[src/rtl/fu_seq.sv]
// fu_seq: handshaked mycpu function unit. Result registered 1 cycle after accept (FMUL: DATA_W+1, shift-add).
// Backpressure: result held in DONE until ready_in; a new op is accepted in the same cycle the old one drains.
module fu_seq #(
    parameter int DATA_W   = 16,
    parameter int SATURATE = 1
) (
    input  logic              clk,
    input  logic              rst_n,
    input  logic              valid_in,
    output logic              ready_out,
    input  logic [DATA_W-1:0] a_in,
    input  logic [DATA_W-1:0] b_in,
    input  logic [3:0]        fs_in,
    output logic              valid_out,
    input  logic              ready_in,
    output logic [DATA_W-1:0] f_out,
    output logic              z_out,
    output logic              n_out,
    output logic              v_out
);
    localparam int                CNT_W    = $clog2(DATA_W);
    localparam logic [CNT_W-1:0]  CNT_LAST = CNT_W'(DATA_W - 1);
    localparam logic [CNT_W-1:0]  CNT_ONE  = CNT_W'(1);
    localparam logic [DATA_W-1:0] ONES     = {DATA_W{1'b1}};
    localparam logic [DATA_W:0]   ONE_X    = (DATA_W+1)'(1);
    localparam bit                SAT      = (SATURATE != 0);

    localparam logic [3:0] FS_MOVA  = 4'd0;
    localparam logic [3:0] FS_FINC  = 4'd1;
    localparam logic [3:0] FS_FDEC  = 4'd2;
    localparam logic [3:0] FS_FADD  = 4'd3;
    localparam logic [3:0] FS_FSUB  = 4'd4;
    localparam logic [3:0] FS_FAND  = 4'd6;
    localparam logic [3:0] FS_FOR   = 4'd7;
    localparam logic [3:0] FS_FXOR  = 4'd8;
    localparam logic [3:0] FS_FNOT  = 4'd9;
    localparam logic [3:0] FS_FMOVB = 4'd10;
    localparam logic [3:0] FS_FSHR  = 4'd11;
    localparam logic [3:0] FS_FSHL  = 4'd12;
    localparam logic [3:0] FS_FMUL  = 4'd13;

    typedef enum logic [1:0] {S_IDLE, S_MUL, S_DONE} state_t;

    state_t                state_q, state_d;
    logic [DATA_W-1:0]     f_q, f_d;
    logic                  z_q, z_d;
    logic                  n_q, n_d;
    logic                  v_q, v_d;
    logic [DATA_W-1:0]     mcand_q, mcand_d;
    logic [DATA_W-1:0]     mult_q, mult_d;
    logic [2*DATA_W-1:0]   acc_q, acc_d;
    logic [CNT_W-1:0]      cnt_q, cnt_d;

    logic                  accept;
    logic [DATA_W:0]       inc_x, dec_x, add_x, sub_x;
    logic [DATA_W-1:0]     alu_f;
    logic                  alu_v;
    logic [2*DATA_W-1:0]   partial, acc_step;
    logic                  mul_hi_nz;
    logic [DATA_W-1:0]     mul_f;
    logic                  res_ld;
    logic [DATA_W-1:0]     res_f;
    logic                  res_v;

    assign ready_out = (state_q == S_IDLE) || ((state_q == S_DONE) && ready_in);
    assign accept    = valid_in && ready_out;
    assign valid_out = (state_q == S_DONE);
    assign f_out     = f_q;
    assign z_out     = z_q;
    assign n_out     = n_q;
    assign v_out     = v_q;

    // One extra bit catches carry-out and borrow for the arithmetic ops.
    assign inc_x = {1'b0, a_in} + ONE_X;
    assign dec_x = {1'b0, a_in} - ONE_X;
    assign add_x = {1'b0, a_in} + {1'b0, b_in};
    assign sub_x = {1'b0, a_in} - {1'b0, b_in};

    always_comb begin
        alu_f = '0;
        alu_v = 1'b0;
        case (fs_in)
            FS_MOVA:  alu_f = a_in;
            FS_FINC: begin
                alu_v = inc_x[DATA_W];
                alu_f = (alu_v && SAT) ? ONES : inc_x[DATA_W-1:0];
            end
            FS_FDEC: begin
                alu_v = dec_x[DATA_W];
                alu_f = (alu_v && SAT) ? '0 : dec_x[DATA_W-1:0];
            end
            FS_FADD: begin
                alu_v = add_x[DATA_W];
                alu_f = (alu_v && SAT) ? ONES : add_x[DATA_W-1:0];
            end
            FS_FSUB: begin
                alu_v = sub_x[DATA_W];
                alu_f = (alu_v && SAT) ? '0 : sub_x[DATA_W-1:0];
            end
            FS_FAND:  alu_f = a_in & b_in;
            FS_FOR:   alu_f = a_in | b_in;
            FS_FXOR:  alu_f = a_in ^ b_in;
            FS_FNOT:  alu_f = ~a_in;
            FS_FMOVB: alu_f = b_in;
            FS_FSHR:  alu_f = {1'b0, b_in[DATA_W-1:1]};
            FS_FSHL:  alu_f = {b_in[DATA_W-2:0], 1'b0};
            default:  alu_f = '0;
        endcase
    end

    // One partial product per cycle; the last step's sum is the full product.
    assign partial   = mult_q[0] ? ({{DATA_W{1'b0}}, mcand_q} << cnt_q) : '0;
    assign acc_step  = acc_q + partial;
    assign mul_hi_nz = |acc_step[2*DATA_W-1:DATA_W];
    assign mul_f     = (mul_hi_nz && SAT) ? ONES : acc_step[DATA_W-1:0];

    always_comb begin
        state_d = state_q;
        mcand_d = mcand_q;
        mult_d  = mult_q;
        acc_d   = acc_q;
        cnt_d   = cnt_q;
        res_ld  = 1'b0;
        res_f   = alu_f;
        res_v   = alu_v;
        case (state_q)
            S_IDLE, S_DONE: begin
                if (state_q == S_DONE && ready_in) begin
                    state_d = S_IDLE;
                end
                if (accept) begin
                    if (fs_in == FS_FMUL) begin
                        mcand_d = a_in;
                        mult_d  = b_in;
                        acc_d   = '0;
                        cnt_d   = '0;
                        state_d = S_MUL;
                    end else begin
                        res_ld  = 1'b1;
                        state_d = S_DONE;
                    end
                end
            end
            S_MUL: begin
                acc_d  = acc_step;
                mult_d = mult_q >> 1;
                cnt_d  = cnt_q + CNT_ONE;
                if (cnt_q == CNT_LAST) begin
                    res_ld  = 1'b1;
                    res_f   = mul_f;
                    res_v   = mul_hi_nz;
                    state_d = S_DONE;
                end
            end
            default: state_d = S_IDLE;
        endcase
    end

    // Flags only change when a new result lands, so they always describe f_q.
    always_comb begin
        f_d = f_q;
        z_d = z_q;
        n_d = n_q;
        v_d = v_q;
        if (res_ld) begin
            f_d = res_f;
            z_d = (res_f == '0);
            n_d = res_f[DATA_W-1];
            v_d = res_v;
        end
    end

    always_ff @(posedge clk or negedge rst_n) begin
        if (!rst_n) begin
            state_q <= S_IDLE;
            f_q     <= '0;
            z_q     <= 1'b0;
            n_q     <= 1'b0;
            v_q     <= 1'b0;
            mcand_q <= '0;
            mult_q  <= '0;
            acc_q   <= '0;
            cnt_q   <= '0;
        end else begin
            state_q <= state_d;
            f_q     <= f_d;
            z_q     <= z_d;
            n_q     <= n_d;
            v_q     <= v_d;
            mcand_q <= mcand_d;
            mult_q  <= mult_d;
            acc_q   <= acc_d;
            cnt_q   <= cnt_d;
        end
    end
endmodule

[config.mk]
export PLATFORM = sky130hd
export DESIGN_NAME = fu_seq
export DESIGN_NICKNAME = d
export VERILOG_FILES = /design/src/rtl/fu_seq.sv
export SDC_FILE = /design/constraint.sdc
export NUM_CORES = 1
export LEC_CHECK = 0
export ABC_AREA = 1
export CORE_MARGIN = 1
export CORE_UTILIZATION = 35
export CTS_CLUSTER_DIAMETER = 40
export DETAILED_ROUTE_END_ITERATION = 12
export GPL_ROUTABILITY_DRIVEN = 0
export SETUP_SLACK_MARGIN = 0.1
export SLEW_MARGIN = 15
export SYNTH_ARGS = -nofsm -noshare
export SYNTH_HDL_FRONTEND = slang
export SYNTH_SLANG_ARGS = --single-unit
[constraint.sdc]
create_clock -name clk -period 3.3 [get_ports clk]
set_clock_uncertainty 0.15 [all_clocks]
set_input_delay 0.495 -clock clk [delete_from_list [all_inputs] [get_ports clk]]
set_output_delay 0.495 -clock clk [all_outputs]
set_load 0.05 [all_outputs]
==> key figures <==
Run status
  – Status: finished, violations left
  – Failing checks: negative setup slack

Final layout
  – Share of layout cells above drive strength 1: 0.329
  – Antenna cells: 0
  – Layout area overhead: 51.1%
  – Final core occ: 0.543
  – Final net count: 2,303
  – FILL cells: 2,826
  – Most common cell after layout, fill and taps aside: nand2_1
  – Commonest non-fill, non-tap cells in the layout: nand2_1 (458), buf_4 (360), inv_1 (247)
  – Non-filler cells, final: 2,573
  – Final instance area: 0.0163 mm²

Worst setup path
  – Startpoint types: flip-flop
  – Reg2reg setup slack: -0.63 ns
  – CP Data Required Time: 3.46 ns
  – R2R depth: 27
  – Worst r2r src: cnt_q[0]
  – Crit path max fanout: 7
  – Worst Path Arrival: 4.08 ns
  – CP endpoint kind: flip-flop
  – Reg-to-Reg End: z_out
  – CP Class: reg -> reg

STA
  – Final Hold Vio Count: 0
  – WHS: 0.346 ns
  – Final TNS setup: -8.54 ns
  – Fin. max-slew vios: 0
  – Tcrit/Tclk final: 1.19
  – RSZ-0062 raised after global routing: true
  – # setup viols final: 18
  – Fin crit period: 3.93 ns
  – Worst slew margin: 0.603
  – Fmax: 255 MHz
  – Slack of the critical path: -0.627 ns
  – Slew @ Worst Pin: 0.590 ns

Synth
  – Netlist Area Pre-Place: 0.0108 mm²
  – Synthesized flop and latch total: 88
  – Number of synthesized flops with an enable pin: 0
  – Ys async rst share: 1.00
  – Synthesized area per cell: 5.98 µm²
  – Synth warn: 0
  – Seq/Total Area, Yosys: 0.205
  – Synth Instances: 1,798
  – Primary FF master, synth: dfrtp_1
  – Distinct cells, synth: 46
  – Post-Syn Nets: 1,923

Floorplanning
  – Die Wd: 177 µm
  – # IOs: 61
  – Die height: 177 µm
  – Row cnt: 63
  – Die ar.: 0.0314 mm²
  – Core area: 0.0300 mm²
  – Initial Util: 0.359

Routing
  – Total wire length: 43.7 mm
  – DR pass1 iterations: 6
  – Drt drc: 0
  – Detail Route Antenna Nets: 0
  – First DRT Iteration DRCs: 1,186
  – Vias/cell: 5.23
  – Detailed-route via count: 13,500
  – WL/cell: 17.0 µm

Clock tree
  – CTS tree: yes
  – Clock Sinks: 88
  – Num CTS Buffers: 9
  – Worst skew pair latency: 0.37 ns
  – Clock Pin Slew Worst Setup and Hold Paths: 0.08 ns
  – CTS H-tree depth: 3
  – Max Buffers Root-to-Sink: 2
  – Clk root buf: clkbuf_16

GRT
  – Initial antenna violation count: 0
  – Total grt overflow: 0
  – First-pass GRT wire length: 66.3 mm
  – Total Routing Usage GR: 0.269
  – Vias in the first global route: 12,900
  – Largest net degree at the start of global routing: 48

Place
  – Number of port buffers: 60
  – DP Area: 0.0142 mm²
  – Placed wire-length estimate: 33.8 mm
  – Placed instance count: 2,523
  – Place WS: -0.787 ns

Power
  – Power Dens Cells: 676 mW/mm²
  – Worst VDD drop: 0.451 mV
  – P_leak: 8.29 nW
  – Total power draw: 11.0 mW

Worst hold path
  – Hold_sp: f_out[0]
  – Worst hold stages: 2
  – Hold Crit Class: reg -> reg
  – Worst Hold End: f_out[0]

Flow run
  – Max-cap violations: 0
## final cells by class
class	count	area, µm²	share of cell area
clock buffers	9	225	0.0139
repair buffers	433	3530	0.217
multi-input cells	1366	8660	0.533
flip-flops and latches	88	2200	0.136
clock inverters	7	96.3	0.00593
inverters	280	1060	0.0650
well taps	390	488	0.0300
## critical path, stage by stage, from the launching register on
cell and delay, ns:
dfrtp_2 0.48, clkbuf_16 0.19, nand2_1 0.08, o21ai_2 0.08
o21ai_2 0.13, inv_2 0.09, o21ai_4 0.24, o22ai_4 0.12
ha_4 0.33, nand2_4 0.07, buf_6 0.12, nor2_4 0.16
nand2_2 0.07, inv_2 0.07, nand3_2 0.13, nand4_1 0.12
nand2_2 0.11, nor2_4 0.14, nand2_4 0.10, nor2_8 0.20
nand2_4 0.11, nor2_4 0.12, nand2_1 0.06, nand2_1 0.09
nand3_1 0.07, nor2_1 0.11, nand2_1 0.06, nand2_1 0.05
## metal layers
| metal | routed length [µm] | share of wire | GRT usage |
|---|---|---|---|
| met3 | 2570 | 0.059 | 0.0263 |
| met2 | 21500 | 0.49 | 0.469 |
| met1 | 17500 | 0.40 | 0.330 |
| met5 | 0 | 0 | 0.00160 |
| met4 | 2050 | 0.047 | 0.131 |
## synthesized netlist by cell type (18+ instances only)
cell type	number	area share
nand4_1	19	0.011
inv_2	20	0.0070
inv_1	255	0.089
ha_1	82	0.095
nand2_2	24	0.014
clkbuf_1	36	0.013
xor2_1	35	0.028
buf_2	20	0.0093
a21oi_1	54	0.025
nand3_1	98	0.046
o21ai_0	110	0.051
o211ai_1	18	0.013
nand2_1	564	0.20
a22o_1	23	0.019
nor2_1	177	0.062
dfrtp_1	88	0.20
o22ai_1	70	0.041
## timing repair
item / CTS / global route
buffers inserted: 6 / 22
resized for setup: 100 / 253
hold buffers: 1 / 0
endpoints found under the hold margin: 39 / 0
setup endpoints to repair: 39 / 40
pin swaps: 43 / 109
gates cloned: 2 / 3
## power by group
part           internal, mW  switching [mW]  total, mW
clock                 0.614           0.536       1.15
sequential             1.46           0.328       1.78
combinational          3.54            4.52       8.06
## sequential cells by signal, indices dropped and copies added, names as in the netlist
register and cells:
v_out 1, mult_q 16, z_out 1, acc_q 32, state_q 2, f_out 16, mcand_q 16, cnt_q 4
## cells by family after synthesis
family	Yosys count	synth area share
AO/OA/AOI/OAI	300	0.165
XOR/XNOR	45	0.0366
adder cells (fa/ha/maj)	85	0.101
buffers and inverters	346	0.125
flip-flops	88	0.205
multiplexers	1	0.000930
AND/OR/NAND/NOR	933	0.367
## worst max-delay path by stage
stage / start / to / slack, ns / cells past startpoint
6_report: cnt_q[0] / z_out / -0.63 / 27
5_1_grt: cnt_q[0] / z_out / -0.83 / 29
4_1_cts: cnt_q[0] / z_out / -0.50 / 30
3_5_place_dp: cnt_q[0] / z_out / -0.79 / 29
3_3_place_gp: cnt_q[0] / z_out / -0.74 / 28
2_1_floorplan: cnt_q[0] / z_out / -0.08 / 34
No activity file was read; power rests on OpenSTA's default activity.
